File: config.mk
export PLATFORM = sky130hd
export DESIGN_NAME = quicksort_ctrl
export DESIGN_NICKNAME = d
export VERILOG_FILES = /design/src/rtl/qsort_pkg.sv /design/src/rtl/qsort_range_stack.sv /design/src/rtl/quicksort_ctrl.sv
export SDC_FILE = /design/constraint.sdc
export NUM_CORES = 1
export LEC_CHECK = 0
export CAP_MARGIN = 20
export CORE_ASPECT_RATIO = 0.75
export CORE_MARGIN = 8
export CORE_UTILIZATION = 35
export CTS_CLUSTER_SIZE = 28
export DETAILED_ROUTE_END_ITERATION = 12
export GPL_TIMING_DRIVEN = 1
export PLACE_DENSITY = 0.62
export SLEW_MARGIN = 20
export SYNTH_ARGS = -nofsm -noshare
export SYNTH_HDL_FRONTEND = slang
export SYNTH_SLANG_ARGS = --single-unit
File: constraint.sdc
create_clock -name clock -period 4.15 [get_ports clock]
set_input_delay 0.415 -clock clock [delete_from_list [all_inputs] [get_ports clock]]
set_output_delay 0.415 -clock clock [all_outputs]
set_load 0.01 [all_outputs]
File: src/rtl/qsort_pkg.sv
// Shared definitions for the quicksort controller and the Lomuto partition engine.
package qsort_pkg;
    localparam int ARR_WIDTH_DEF = 4;
    localparam int DATA_W_DEF    = 4;
    localparam int TIMEOUT_DEF   = 16;

    typedef enum logic [2:0] {IDLE, POP, ISSUE, WAIT, CHECK, FINISH, FAIL} state_t;

    // Index width for n elements, never below one bit.
    function automatic int idx_w(input int n);
        return (n > 2) ? $clog2(n) : 1;
    endfunction

    // A range entry packs {lo, hi}, each iw bits wide.
    function automatic int entry_w(input int iw);
        return 2 * iw;
    endfunction
endpackage

File: src/rtl/qsort_range_stack.sv
// LIFO of {lo, hi} ranges: up to two pushes per cycle, one pop, combinational top.
module qsort_range_stack import qsort_pkg::*; #(
    parameter int DEPTH = 4,
    parameter int EW    = 4
) (
    input  logic          clock,
    input  logic          reset,
    input  logic          clear,
    input  logic          push_a,
    input  logic [EW-1:0] din_a,
    input  logic          push_b,
    input  logic [EW-1:0] din_b,
    input  logic          pop,
    output logic [EW-1:0] top,
    output logic          empty,
    output logic          full
);
    localparam int SPW = $clog2(DEPTH + 1);

    logic [DEPTH-1:0][EW-1:0] mem;
    logic [SPW-1:0]           sp;

    assign empty = (sp == '0);
    // Full means the pushes requested this cycle do not fit; nothing is written then.
    assign full  = (int'(sp) + int'(push_a) + int'(push_b)) > DEPTH;

    always_comb begin
        top = '0;
        for (int i = 0; i < DEPTH; i++)
            if (SPW'(i + 1) == sp) top = mem[i];
    end

    // din_b lands just above din_a, so it is popped first; push_b only comes with push_a.
    always_ff @(posedge clock or negedge reset) begin
        if (!reset) begin
            sp  <= '0;
            mem <= '0;
        end else if (clear) begin
            sp <= '0;
        end else if (!full) begin
            for (int i = 0; i < DEPTH; i++) begin
                if (push_a && SPW'(i) == sp)           mem[i] <= din_a;
                if (push_b && SPW'(i) == sp + SPW'(1)) mem[i] <= din_b;
            end
            sp <= sp + SPW'(push_a) + SPW'(push_b) - SPW'(pop);
        end
    end
endmodule

File: src/rtl/quicksort_ctrl.sv
// Quicksort sequencer: owns the array register and feeds (lo, hi) ranges to a
// Lomuto partition engine over a req/ack handshake until the range stack drains.
module quicksort_ctrl import qsort_pkg::*; #(
    parameter int ARR_WIDTH = ARR_WIDTH_DEF,
    parameter int DATA_W    = DATA_W_DEF,
    parameter int IW        = idx_w(ARR_WIDTH),
    parameter int TIMEOUT   = TIMEOUT_DEF
) (
    input  logic                        clock,
    input  logic                        reset,
    input  logic                        start,
    input  logic [ARR_WIDTH*DATA_W-1:0] array_in,
    output logic                        busy,
    output logic                        done,
    output logic                        error,
    output logic [ARR_WIDTH*DATA_W-1:0] sorted_out,
    output logic                        part_req,
    output logic [IW-1:0]               part_lo,
    output logic [IW-1:0]               part_hi,
    output logic [ARR_WIDTH*DATA_W-1:0] part_array,
    input  logic                        part_ack,
    input  logic [ARR_WIDTH*DATA_W-1:0] part_result,
    input  logic [IW-1:0]               part_idx
);
    localparam int AW = ARR_WIDTH * DATA_W;
    localparam int EW = entry_w(IW);
    localparam int TW = $clog2(TIMEOUT + 1);
    localparam logic [IW:0] TWO = (IW + 1)'(2);

    state_t         state;
    logic [AW-1:0]  arr_q;
    logic [IW-1:0]  piv;
    logic [TW-1:0]  tmr;

    logic [IW:0]    lo_x, hi_x, p_x;
    logic [IW-1:0]  p_inc, p_dec;
    logic           bad_piv, push_r, push_l;
    logic           s_push_a, s_push_b, s_pop, s_clear, s_empty, s_full;
    logic [EW-1:0]  s_din_a, s_din_b, s_top;

    assign sorted_out = arr_q;
    assign part_array = arr_q;

    // Range arithmetic in IW+1 bits so p-1 / p+1 near the ends never wrap.
    assign lo_x    = {1'b0, part_lo};
    assign hi_x    = {1'b0, part_hi};
    assign p_x     = {1'b0, piv};
    assign p_inc   = piv + 1'b1;
    assign p_dec   = piv - 1'b1;
    assign bad_piv = (p_x < lo_x) || (p_x > hi_x);
    assign push_r  = !bad_piv && ((hi_x - p_x) >= TWO);
    assign push_l  = !bad_piv && ((p_x - lo_x) >= TWO);

    // Right goes in first so the left sub-range is popped next.
    assign s_push_a = (state == IDLE && start) || (state == CHECK && (push_r || push_l));
    assign s_push_b = (state == CHECK) && push_r && push_l;
    assign s_din_a  = (state == IDLE) ? {IW'(0), IW'(ARR_WIDTH - 1)}
                    : push_r ? {p_inc, part_hi} : {part_lo, p_dec};
    assign s_din_b  = {part_lo, p_dec};
    assign s_pop    = (state == POP) && !s_empty;
    assign s_clear  = (state == FAIL);

    qsort_range_stack #(.DEPTH(ARR_WIDTH), .EW(EW)) u_stack (
        .clock (clock),
        .reset (reset),
        .clear (s_clear),
        .push_a(s_push_a),
        .din_a (s_din_a),
        .push_b(s_push_b),
        .din_b (s_din_b),
        .pop   (s_pop),
        .top   (s_top),
        .empty (s_empty),
        .full  (s_full)
    );

    // Outputs are set on the edge entering a state, so done/error are high during FINISH/FAIL.
    always_ff @(posedge clock or negedge reset) begin
        if (!reset) begin
            state    <= IDLE;
            busy     <= 1'b0;
            done     <= 1'b0;
            error    <= 1'b0;
            part_req <= 1'b0;
            part_lo  <= '0;
            part_hi  <= '0;
            arr_q    <= '0;
            piv      <= '0;
            tmr      <= '0;
        end else begin
            done  <= 1'b0;
            error <= 1'b0;
            case (state)
                IDLE: if (start) begin
                    arr_q <= array_in;
                    busy  <= 1'b1;
                    state <= POP;
                end
                POP: if (s_empty) begin
                    busy  <= 1'b0;
                    done  <= 1'b1;
                    state <= FINISH;
                end else begin
                    {part_lo, part_hi} <= s_top;
                    state <= ISSUE;
                end
                ISSUE: begin
                    part_req <= 1'b1;
                    tmr      <= '0;
                    state    <= WAIT;
                end
                WAIT: if (part_ack) begin
                    arr_q    <= part_result;
                    piv      <= part_idx;
                    part_req <= 1'b0;
                    state    <= CHECK;
                end else if (tmr == TW'(TIMEOUT - 1)) begin
                    part_req <= 1'b0;
                    busy     <= 1'b0;
                    error    <= 1'b1;
                    state    <= FAIL;
                end else begin
                    tmr <= tmr + 1'b1;
                end
                CHECK: if (bad_piv || s_full) begin
                    busy  <= 1'b0;
                    error <= 1'b1;
                    state <= FAIL;
                end else begin
                    state <= POP;
                end
                FINISH:  state <= IDLE;
                FAIL:    state <= IDLE;
                default: state <= IDLE;
            endcase
        end
    end
endmodule

==> results of run 1 <==
## area by class of cell
cell class	count	area (sq um)	share of cell area
Clock buffer	6	128.9	0.03091
Tap cell	112	140.1	0.03361
Inverter	14	52.55	0.01261
Clock inverter	2	13.76	0.003301
Multi-Input combinational cell	235	1658	0.3977
Timing Repair Buffer	88	848.3	0.2035
Sequential cell	53	1328	0.3184
## per-stage QoR
stage,instances,utilization
finish,510,0.4667
floorplan,329,-
global placement,502,0.4480
global route,510,0.4667
CTS,510,0.4640
detailed placement,502,0.4480
## synthesized netlist by cell type (all sizes together) (2+ instances only)
cell / n / share of area
buf: 20 / 0.047
nand4: 2 / 0.0039
ha: 11 / 0.043
or3: 5 / 0.0098
a211oi: 2 / 0.0047
nor3: 7 / 0.011
and3: 3 / 0.0059
a2bb2oi: 9 / 0.025
a22oi: 4 / 0.0094
dfrtp: 53 / 0.42
mux2i: 25 / 0.078
clkbuf: 7 / 0.0082
o22a: 3 / 0.0082
a211o: 2 / 0.0055
nand3b: 4 / 0.0094
o22ai: 12 / 0.024
xnor2: 3 / 0.0082
nand2b: 2 / 0.0039
mux2: 4 / 0.014
nand2: 41 / 0.048
o32a: 2 / 0.0063
nor3b: 4 / 0.011
a21oi: 14 / 0.027
o211a: 2 / 0.0063
o21ai: 27 / 0.042
xor2: 3 / 0.0082
inv: 14 / 0.016
nand3: 5 / 0.0078
a31oi: 2 / 0.0039
nor2: 21 / 0.025
fa: 4 / 0.025
## metal layers
layer | part of all wire | GRT usage | up-vias | routed length (um)
met5 | 0 | 0 | - | 0
met4 | 0.0091 | 0.03963 | 0 | 80
met3 | 0.045 | 0.02859 | 5 | 398
met2 | 0.48 | 0.2176 | 58 | 4169
met1 | 0.47 | 0.1981 | 1288 | 4105
li1 | - | - | 1303 | -
## kinds of logic after synthesis
group	count (synthesis)
AOI/OAI and AO/OA	85
xor gates and xnor gates	7
adders and majority gates	15
buffers and inverters	41
DFF	53
muxes	29
and+or+nand+nor	99
## registers in the layout, indices dropped and copies added (netlist names)
name and cells:
part_array 16, u_stack.mem 16, tmr 5, state 3
u_stack.sp 3, part_hi 2, part_lo 2, piv 2
busy 1, done 1, error 1, part_req 1
## power by group through the flow
stage                     Combinational, uW  Sequential, uW  Clock (uW)
after floorplan                        1300             974           0
after global placement                 1950             987           0
after detailed placement               1970             997           0
after CTS                              1970             992         435
after global routing                   2220            1040         459
final                                  2010             996         421
## final timing paths
path	to	from	cells past startpoint	slack, ns
setup / recovery	u_stack.mem[7]	piv[0]	13	0.18
max in group asynchronous	piv[0]	reset	2	3.43
setup reg to reg	u_stack.mem[7]	piv[0]	13	0.18
hold reg to reg	tmr[4]	tmr[4]	2	0.50
hold / removal	part_hi[0]	reset	2	0.24
min in group clock	tmr[4]	tmr[4]	2	0.50
==> results.sh, run 1 <==
export IMPL_p_seq_frac=0.291
export IMPL_cts_buffers=5
export IMPL_async_reset_ff_frac=1.000
export IMPL_clkPwrFrac=0.123
export IMPL_cp_end_kind="flip-flop"
export IMPL_fin_tns_setup_ns=0
export IMPL_slowest_stage="or4_4"
export IMPL_synth_xor_area_frac=0.02355
export IMPL_place_gp_congestion=0.8910
export IMPL_synth_top_family_by_area="compound AO/OA/AOI/OAI gates"
export IMPL_cts_resized=0
export IMPL_rsz0062_at_grt="no"
export IMPL_io_pins=78
export IMPL_fp_dieH_um=98.66
export IMPL_n_fill_cell=856
export IMPL_dpl_hpwl_um=6688
export IMPL_clockBufferDepth=2
export IMPL_layout_drive_gt1_share=0.09296
export IMPL_synth_cell_area_sq_mm=0.003188
export IMPL_final_common_cell="clkdlybuf4s50_1"
export IMPL_ir_drop_mv=0.3437
export IMPL_final_cell_mix="clkdlybuf4s50_1 (76), dfrtp_1 (52), nand2_1 (41)"
export IMPL_crit_arrival_ns=4.15
export IMPL_firstDrtPassIters=6
export IMPL_hold_viol_final=0
export IMPL_grt_util_all_layers=0.1421
export IMPL_yosys_area_share_simple=0.1487
export IMPL_maxSlewHeadroom=0.4647
export IMPL_fin_crit_ns=3.968
export IMPL_finalWorstSetupSlack_ns=0.1817
export IMPL_fin_nets=450
export IMPL_synth_compound_area_frac=0.1786
export IMPL_status="complete, no violations"
export IMPL_cts_tree="done"
export IMPL_swShare=0.4343
export IMPL_drc=0
export IMPL_cts_hold_buffers=0
export IMPL_synth_edf_count=0
export IMPL_finalPower_uw=3424
export IMPL_drt_vias_per_instance=5.204
export IMPL_synth_fp_nets=382
export IMPL_setup_viol=0
export IMPL_yosysSeqAreaShare=0.4160
export IMPL_overflow=0
export IMPL_slew_violations=0
export IMPL_fp_coreArea_sq_mm=0.008934
export IMPL_wl_per_cell_um=17.16
export IMPL_dr_first_iter_drc_count=170
export IMPL_grt_pass1_wl_um=14390
export IMPL_num_vias=2654
export IMPL_path_clk_slew_ns=0.08
export IMPL_critical_path_class="reg -> reg"
export IMPL_die_area_sq_mm=0.01245
export IMPL_worstPathBufferInverterCount=2
export IMPL_p_int_uw=1937
export IMPL_startpoint_type="flip-flop"
export IMPL_antenna_found_initial=0
export IMPL_initial_core_util=0.3569
export IMPL_ys_seq_elements=53
export IMPL_finalCritPeriodShare=0.9562
export IMPL_finalInstanceArea_sq_mm=0.004169
export IMPL_grt_pass1_vias=2655
export IMPL_crit_path_frequent_cell="ha_1"
export IMPL_p_per_area_mw_per_mm2=821.3
export IMPL_htree_levels=2
export IMPL_port_buffers=77
export IMPL_clk_latency_ns=0.30
export IMPL_yosys_warnings=0
export IMPL_post_cts_buffers=0
export IMPL_crit_chain="inv_1 -> ha_1 -> fa_1 -> a211oi_2 -> a21oi_2 -> inv_1 -> ha_1 -> ha_1 -> ha_1 -> or4_4 -> a211o_2 -> or3_1 -> o211a_1"
export IMPL_pre_cts_ws_ns=0.07216
export IMPL_slowest_delay_ns=0.55
export IMPL_p_leak_uw=0.001855
export IMPL_crit_required_ns=4.33
export IMPL_cp_max_fo=11
export IMPL_num_rows=30
export IMPL_hold_path_class="in -> async"
export IMPL_p_comb_frac=0.586
export IMPL_clock_root_buffer="clkbuf_16"
export IMPL_fmax_mhz=252.0
export IMPL_drtAntennaViolNets=0
export IMPL_tightestPinTransition_ns=0.8013
export IMPL_ys_types=48
export IMPL_synthMuxAreaShare=0.09262
export IMPL_synthFlopType="dfrtp_1"
export IMPL_grt_max_degree=54
export IMPL_maxCapViolations=0
export IMPL_synth_area_per_cell_sq_um=9.690
export IMPL_wirelength_um=8754
export IMPL_cts_sinks=53
export IMPL_path_delay_family="adder cells"
export IMPL_synthCells=329
export IMPL_placed_cell_area_sq_mm=0.004003
export IMPL_switching_power_uw=1487
export IMPL_die_w_um=126.2
export IMPL_antennaDiodeCount=0
export IMPL_finClkSkew_ns=0.009765
export IMPL_whs_ns=0.2438
export IMPL_areaGrowthSynthToFinish_pct=30.77
export IMPL_synthAdderAreaFrac=0.06829
Power figures use the tool's default switching activity.
==> run 2, diff against run 1 <==
- CORE_UTILIZATION: 35 -> 41
- PLACE_DENSITY: 0.62 -> 0.71
==> run 2 against run 1 <==
Effect of this change:
- worst hold slack worse by 0.034 ns
- clock-buffer cell count is 1 lower
- fmax is 0.11% higher
- clock power is 11% lower
- utilization is 6.9 points higher
- total power is 1.7% lower
- global-route usage is 0.68 points higher
- final cell count is 1.6% lower
- design area is 0.96% lower
- sequential power is 0.4% lower
- via count is 1.3% higher
- setup slack better by 0.0045 ns
- largest cell class unchanged
==> results.sh, run 2 (same netlist as run 1, synthesis figures left out) <==
export IMPL_drt_vias_per_instance=5.355
export IMPL_dpl_hpwl_um=6470
export IMPL_place_gp_congestion=0.9035
export IMPL_crit_required_ns=4.36
export IMPL_maxSlewHeadroom=0.4445
export IMPL_die_w_um=117.8
export IMPL_status="complete, no violations"
export IMPL_drtAntennaViolNets=0
export IMPL_htree_levels=2
export IMPL_startpoint_type="flip-flop"
export IMPL_crit_path_frequent_cell="ha_1"
export IMPL_slew_violations=0
export IMPL_path_clk_slew_ns=0.11
export IMPL_grt_pass1_wl_um=13420
export IMPL_wl_per_cell_um=16.68
export IMPL_grt_max_degree=54
export IMPL_slowest_delay_ns=0.55
export IMPL_num_rows=28
export IMPL_ir_drop_mv=0.4512
export IMPL_grt_util_all_layers=0.1489
export IMPL_hold_viol_final=0
export IMPL_post_cts_buffers=0
export IMPL_cts_buffers=5
export IMPL_final_common_cell="clkdlybuf4s50_1"
export IMPL_wirelength_um=8375
export IMPL_clk_latency_ns=0.31
export IMPL_fmax_mhz=252.3
export IMPL_timing_rr_start="piv[0]"
export IMPL_finClkSkew_ns=0.007523
export IMPL_drc=0
export IMPL_grt_pass1_vias=2586
export IMPL_finalCritPeriodShare=0.9551
export IMPL_finalWorstSetupSlack_ns=0.1862
export IMPL_fin_nets=449
export IMPL_pre_cts_ws_ns=0.07029
export IMPL_layout_drive_gt1_share=0.09320
export IMPL_hold_path_class="in -> async"
export IMPL_die_area_sq_mm=0.01088
export IMPL_finalPower_uw=3365
export IMPL_overflow=0
export IMPL_port_buffers=77
export IMPL_rr_worst_depth=13
export IMPL_clock_root_buffer="clkbuf_8"
export IMPL_fin_crit_ns=3.964
export IMPL_antennaDiodeCount=0
export IMPL_antenna_found_initial=0
export IMPL_final_cell_mix="clkdlybuf4s50_1 (76), dfrtp_1 (52), nand2_1 (41)"
export IMPL_p_per_area_mw_per_mm2=814.9
export IMPL_dr_first_iter_drc_count=208
export IMPL_finalInstanceArea_sq_mm=0.004129
export IMPL_fp_coreArea_sq_mm=0.007707
export IMPL_io_pins=78
export IMPL_placed_cell_area_sq_mm=0.003986
export IMPL_cts_tree="done"
export IMPL_cp_max_fo=11
export IMPL_firstDrtPassIters=7
export IMPL_setup_viol=0
export IMPL_fin_tns_setup_ns=0
export IMPL_cp_end_kind="flip-flop"
export IMPL_clockBufferDepth=2
export IMPL_slowest_stage="or4_4"
export IMPL_maxCapViolations=0
export IMPL_critical_path_class="reg -> reg"
export IMPL_fp_dieH_um=92.37
export IMPL_cts_sinks=53
export IMPL_areaGrowthSynthToFinish_pct=29.51
export IMPL_r2r_setup_slack_ns=0.19
export IMPL_crit_chain="inv_1 -> ha_1 -> fa_1 -> a211oi_2 -> a21oi_2 -> inv_1 -> ha_1 -> ha_1 -> ha_1 -> or4_4 -> a211o_2 -> or3_1 -> o221a_2"
export IMPL_p_leak_uw=0.001839
export IMPL_rsz0062_at_grt="no"
export IMPL_num_vias=2688
export IMPL_crit_arrival_ns=4.17
export IMPL_worst_r2r_endpoint="u_stack.mem[3]"
export IMPL_tightestPinTransition_ns=0.8315
export IMPL_initial_core_util=0.4136
[run 2: power breakdown]
part           total (uW)  switching [uW]  internal [uW]
registers             992             240            752
clock network         373             188            185
logic                2000            1040            955
[run 2: metal layers]
metal / track usage / up-vias / share of wire
met5: 0 / - / 0
met4: 0.03932 / 0 / 0.011
met3: 0.02310 / 9 / 0.040
met2: 0.2411 / 74 / 0.48
met1: 0.2044 / 1298 / 0.47
li1: - / 1307 / -
[run 2: worst max path at each step]
stage                 from             end  slack (ns)  cells past startpoint
floorplan           piv[0]  u_stack.mem[7]        0.15                     14
global placement    piv[0]  u_stack.mem[3]        0.20                     13
detailed placement  piv[0]  u_stack.mem[3]        0.07                     13
CTS                 piv[0]  u_stack.mem[7]       0.006                     13
global route        piv[0]  u_stack.mem[3]        0.02                     13
finish              piv[0]  u_stack.mem[3]        0.19                     13
[run 2: critical path: cells and delay by family, from the launching register on]
kind / cells / cell delay, ns
AO/OA/AOI/OAI: 4 / 0.98
AND/OR/NAND/NOR: 2 / 0.93
adder cells (fa/ha/maj): 5 / 1.34
buffers and inverters: 2 / 0.18
flip-flops: 1 / 0.44
[run 2: area by class of cell]
type	count	area (sq um)
Timing Repair Buffer	87	840.8
Clock inverter	3	50.05
Multi-Input combinational cell	235	1658
Tap cell	105	131.4
Clock buffer	5	68.82
Inverter	14	52.55
Sequential cell	53	1328
Fill cell	721	3578
[run 2: through the flow]
stage / utilization / hold slack (ns) / cells
global route: 0.5357 / 0.2652 / 502
floorplan: - / 0.1194 / 329
finish: 0.5357 / 0.2097 / 502
CTS: 0.5326 / 0.2329 / 502
detailed placement: 0.5172 / 0.4918 / 494
global placement: 0.5172 / 0.4856 / 494
[run 2: timing repair]
action | 4_1_cts | 5_1_grt
setup endpoints to repair | 0 | 16
hold buffers | 0 | 0
hold endpoints to repair | 0 | 0
gates resized for setup | 0 | 4
